===== config.mk =====
export PLATFORM = sky130hd
export DESIGN_NAME = fifo_status_ctrl
export DESIGN_NICKNAME = d
export VERILOG_FILES = /design/src/rtl/fifo_status_ctrl.sv
export SDC_FILE = /design/constraint.sdc
export NUM_CORES = 1
export LEC_CHECK = 0
export CORE_UTILIZATION = 54
export CTS_BUF_LIST = sky130_fd_sc_hd__clkbuf_8
export DETAILED_ROUTE_END_ITERATION = 10
export PLACE_DENSITY = 0.89
export SLEW_MARGIN = 0
export SYNTH_ARGS = -nofsm -noshare
export SYNTH_HDL_FRONTEND = slang
export SYNTH_SLANG_ARGS = --single-unit
export TNS_END_PERCENT = 100

===== constraint.sdc =====
create_clock -name i_clk -period 5.3 [get_ports i_clk]
set_input_delay 1.06 -clock i_clk [delete_from_list [all_inputs] [get_ports i_clk]]
set_output_delay 1.06 -clock i_clk [all_outputs]
set_load 0.01 [all_outputs]

===== src/rtl/fifo_status_ctrl.sv =====
// FIFO pointer/status controller: drives RAM addresses and strobes, and keeps
// registered fill level, status flags and sticky overflow/underflow flags.
module fifo_status_ctrl #(
  parameter int DEPTH_BIT = 4,
  parameter int AFULL_TH  = 14,
  parameter int AEMPTY_TH = 2
) (
  input  logic                 i_clk,
  input  logic                 i_rest,
  input  logic                 i_wr_en,
  input  logic                 i_rd_en,
  input  logic                 i_flush,
  input  logic                 i_clr_err,
  output logic [DEPTH_BIT-1:0] o_addrw,
  output logic [DEPTH_BIT-1:0] o_addrr,
  output logic                 o_wr_ok,
  output logic                 o_rd_ok,
  output logic [DEPTH_BIT:0]   o_count,
  output logic                 o_full,
  output logic                 o_empty,
  output logic                 o_afull,
  output logic                 o_aempty,
  output logic                 o_overflow,
  output logic                 o_underflow
);

  localparam logic [DEPTH_BIT:0] PTR_ONE    = (DEPTH_BIT+1)'(1);
  localparam logic [DEPTH_BIT:0] AFULL_LVL  = (DEPTH_BIT+1)'(AFULL_TH);
  localparam logic [DEPTH_BIT:0] AEMPTY_LVL = (DEPTH_BIT+1)'(AEMPTY_TH);

  logic [DEPTH_BIT:0] wptr, rptr;
  logic [DEPTH_BIT:0] wptr_nxt, rptr_nxt, count_nxt;
  logic               full_nxt, empty_nxt;

  assign o_wr_ok = i_wr_en & ~o_full  & ~i_rest;
  assign o_rd_ok = i_rd_en & ~o_empty & ~i_rest;

  assign o_addrw = wptr[DEPTH_BIT-1:0];
  assign o_addrr = rptr[DEPTH_BIT-1:0];

  // Flags come from next-state pointers so count and flags land together.
  always_comb begin
    wptr_nxt = wptr;
    rptr_nxt = rptr;
    if (i_flush) begin
      wptr_nxt = '0;
      rptr_nxt = '0;
    end else begin
      if (o_wr_ok) wptr_nxt = wptr + PTR_ONE;
      if (o_rd_ok) rptr_nxt = rptr + PTR_ONE;
    end
    count_nxt = wptr_nxt - rptr_nxt;
    empty_nxt = (wptr_nxt == rptr_nxt);
    full_nxt  = (wptr_nxt[DEPTH_BIT] != rptr_nxt[DEPTH_BIT]) &&
                (wptr_nxt[DEPTH_BIT-1:0] == rptr_nxt[DEPTH_BIT-1:0]);
  end

  always_ff @(posedge i_clk) begin
    if (i_rest) begin
      wptr        <= '0;
      rptr        <= '0;
      o_count     <= '0;
      o_full      <= 1'b0;
      o_empty     <= 1'b1;
      o_afull     <= 1'b0;
      o_aempty    <= 1'b1;
      o_overflow  <= 1'b0;
      o_underflow <= 1'b0;
    end else begin
      wptr     <= wptr_nxt;
      rptr     <= rptr_nxt;
      o_count  <= count_nxt;
      o_full   <= full_nxt;
      o_empty  <= empty_nxt;
      o_afull  <= (count_nxt >= AFULL_LVL);
      o_aempty <= (count_nxt <= AEMPTY_LVL);
      // A new error event wins over a simultaneous clear.
      o_overflow  <= (i_wr_en & o_full)  | (o_overflow  & ~i_clr_err);
      o_underflow <= (i_rd_en & o_empty) | (o_underflow & ~i_clr_err);
    end
  end

endmodule


==> summary.txt <==
Place
  – Hpwl dp: between 1000 and 1500 um
  – RePlAce Congestion: ~0.8
  – Post-placement cell count: ~160
  – Pre-CTS setup slack: 878 ps
  – Port bufs: 26

Floorplan
  – Initial Utilization: about 60%
  – Num ports: 27
  – Core Region: ~1800 sq um
  – Die area: ~2100 sq um
  – Row cnt: 15
  – Die height: approximately 46 um
  – Die width: approximately 46 um

Setup path
  – Critical path type: input pin to output pin
  – Worst setup EP type: output pin
  – CP startpoint kind: input pin
  – Worst R2R Start: o_empty$_SDFF_PP1_
  – Required @ worst endpoint: about 4200 ps
  – CP most frequent cell: clkdlybuf4s50_1
  – CP Launch Point: i_rest
  – Worst path max stage delay: approximately 770 ps
  – Crit path DAT: about 3200 ps
  – CP Max Fanout: 21
  – R2R Setup Slk: roughly 2600 ps
  – Slowest library cell on the worst path: clkdlybuf4s50_1
  – Critical Path, Cell by Cell: clkdlybuf4s50_1 -> or3b_2 -> inv_1 -> clkdlybuf4s50_1

Timing
  – Rel. slew slack: around 54%
  – Worst hold slack: 516 ps
  – Setup TNS: 0 ps
  – RSZ-0062 raised after global routing: false
  – Hold Violations, Final: 0
  – Worst-Margin Slew: just under 700 ps
  – Max Fclk: about 240 MHz
  – Skew final: 3.76 ps
  – Tcrit/Tclk final: about four fifths
  – Worst setup margin: ~1000 ps
  – Setup Viol. Count Final: 0
  – Final min period: 4250 ps
  – Slew Viols, Final: 0

Clock tree
  – CTS tree: yes
  – Post-cts sizing count: 0
  – Clk slew on worst S/H paths: around 70 ps
  – Hold_buf cts: 0
  – Clk buf depth: 2
  – Root buffer cell: clkbuf_8
  – Clock sinks: 21
  – H-tree Lvls: 1
  – Clk Latency, worst-skew pair: 260 ps
  – CTS Buf Count: 3
  – Post-CTS Setup Bufs: 0

Global routing
  – Congestion Overflow GR: 0
  – Pin count of the biggest net entering global routing: 22
  – Total Routing Usage GR: 20.7%
  – Antenna violations before repair: 0
  – GR Util met1: between 20% and 30%
  – Vias in the first global route: around 740
  – Global Route met3 Usage: approximately 4.7%
  – First-pass GRT wire length: roughly 3100 um
  – Grt met2 use: a little under a third
  – GR peak layer: met2

Power
  – Leakage: roughly 0.52 nW
  – Flop pwr share: about 56%
  – Combinational power share: under 10%
  – Maximum VDD drop: approximately 0.16 mV
  – Pwr per Cell Area: about 220 nW/um^2
  – Switching share of power: a little over a fifth
  – P_int: between 0.0002 and 0.00025 W
  – Clock Power Share: a little over a third
  – P_sw: a little over 0.00006 W

Yosys
  – Synth Area in XOR/XNOR: ~5.8%
  – Leading area contributor after synthesis: dfxtp_1
  – Synth Area in Adders: roughly 9.0%
  – Synth top area cells: dfxtp_1 40%, ha_1 7.1%, buf_4 5.7%, nor2_1 4.9%, nor3_1 3.3%
  – Post-synth EDFFs: 0
  – Synth cell types: 35
  – Combinational family with the most area after synthesis: simple AND/OR/NAND/NOR gates
  – Gate Count Post-Synth: about 120
  – YS warnings: 0
  – Synth Area in Simple Gates: between 20% and 30%
  – Post-Syn Area per Cell: 9.16 sq um
  – Mapped Area: ~1100 sq um
  – Asr flop ratio synth: 0%
  – Post-synthesis compound-gate area fraction: approximately 15%
  – Synth top area share: 39.6%
  – Synth Net Count: about 130
  – Post-synth top flop: dfxtp_1
  – Sequential-to-total area share from yosys stat: just under 40%
  – Post-synthesis mux area share: less than 1%
  – Seq cells post-synth: 21

Hold path
  – HP Class: register to register
  – HP Start: o_underflow$_SDFF_PP0_

Final layout
  – Util after Layout: 73.9%
  – Layout area overhead: 24.0%
  – Layout cell share with drive strength beyond 1: 6.67%
  – Fillers: between 100 and 150
  – Ant diodes: 0
  – Final #Nets: 149
  – Fin cells: between 150 and 200

Detailed routing
  – DRC Markers: 0
  – First-pass DRT Iterations: 6
  – Routed WL: 1980 um
  – Via/cell ratio: 5.27
  – Vias: 843
  – Routed Antenna Nets: 0
  – Initial drt markers: 14
  – Wirelength per Cell: approximately 12 um

Flow run
  – Max-Cap Viols: 0

Run status
  – Status: completed
## layout make-up
class                      count  area (sq um)  area share, %
multi-input combinational     78           538           40.8
clock inverter                 1          3.75          0.285
timing repair buffer          26           260           19.8
clock buffer                   3          41.3           3.13
inverter                       6          22.5           1.71
sequential                    21           420           31.9
tap                           25          31.3           2.37
## state kept, by name, indices dropped and copies added (netlist names)
register / flops
o_aempty: 1
o_afull: 1
o_count: 5
o_empty: 1
o_full: 1
o_overflow: 1
o_underflow: 1
rptr: 5
wptr: 5
## power by group through the flow
stage | Clock [W] | Combinational, W | Sequential, W
3_5_place_dp | 0 | 0.0000242 | 0.000165
2_1_floorplan | 0 | 0.0000128 | 0.000166
3_3_place_gp | 0 | 0.0000238 | 0.000165
5_1_grt | 0.000110 | 0.0000264 | 0.000161
4_1_cts | 0.000102 | 0.0000244 | 0.000161
6_report | 0.000100 | 0.0000244 | 0.000161
## cells by family (layout without fill, tap and decap cells)
| logic type | Yosys count | in the layout |
|---|---|---|
| AND/OR/NAND/NOR | 41 | 41 |
| AO/OA/AOI/OAI | 22 | 22 |
| flip-flops | 21 | 21 |
| buffers and inverters | 17 | 36 |
| adder cells (fa/ha/maj) | 7 | 7 |
| XOR/XNOR | 7 | 7 |
| multiplexers | 1 | 1 |
## critical path: cells and delay by family
kind	cells	cell delay (ps)
buf+inv	3	1480
simple gates	1	660
## per-stage QoR
| step | area [sq um] | power [W] |
|---|---|---|
| after floorplan | 1060 | 0.000179 |
| after global placement | 1270 | 0.000189 |
| after detailed placement | 1270 | 0.000189 |
| after CTS | 1320 | 0.000288 |
| after global routing | 1320 | 0.000298 |
| final | 1320 | 0.000286 |
## final timing paths
| kind | end | cells past startpoint |
|---|---|---|
| max | o_rd_ok | 4 |
| min | o_underflow$_SDFF_PP0_ | 2 |
| max reg2reg | o_afull$_SDFF_PP0_ | 10 |
| min reg2reg | o_underflow$_SDFF_PP0_ | 2 |
## cells in the final DEF, fill, tap and decap left out, types with 3 or more instances in the layout
master,instances
a21o_1,3
a21oi_1,3
clkbuf_8,3
clkdlybuf4s50_1,26
dfxtp_1,21
ha_1,6
inv_1,7
nand2_1,5
nand4_1,3
nor2_1,14
nor3_1,7
xnor2_1,4
xor2_1,3
## per-layer routing
metal | part of all wire (%) | vias to the layer above | wire length [um]
met2 | 45 | 21 | 897
met4 | 0.76 | 0 | 15
met3 | 4.0 | 2 | 80
li1 | - | 433 | -
met1 | 50 | 387 | 984
met5 | 0 | - | 0
## Yosys cell counts, types with 2 or more instances
| library cell | number |
|---|---|
| a21boi_0 | 2 |
| dfxtp_1 | 21 |
| nand2_1 | 5 |
| a22oi_1 | 2 |
| nor3_1 | 7 |
| nor2_1 | 14 |
| nand4_1 | 3 |
| ha_1 | 6 |
| xnor2_1 | 4 |
| a21oi_1 | 3 |
| inv_1 | 6 |
| buf_4 | 8 |
| a21o_2 | 2 |
| nor2b_1 | 2 |
| clkbuf_1 | 2 |
| a21o_1 | 3 |
| a211o_1 | 2 |
| o21a_1 | 2 |
| nand2b_1 | 2 |
| xor2_1 | 3 |
| nand3_1 | 2 |
| o21ai_0 | 2 |
Note: power is estimated with default switching activity, not from simulation.
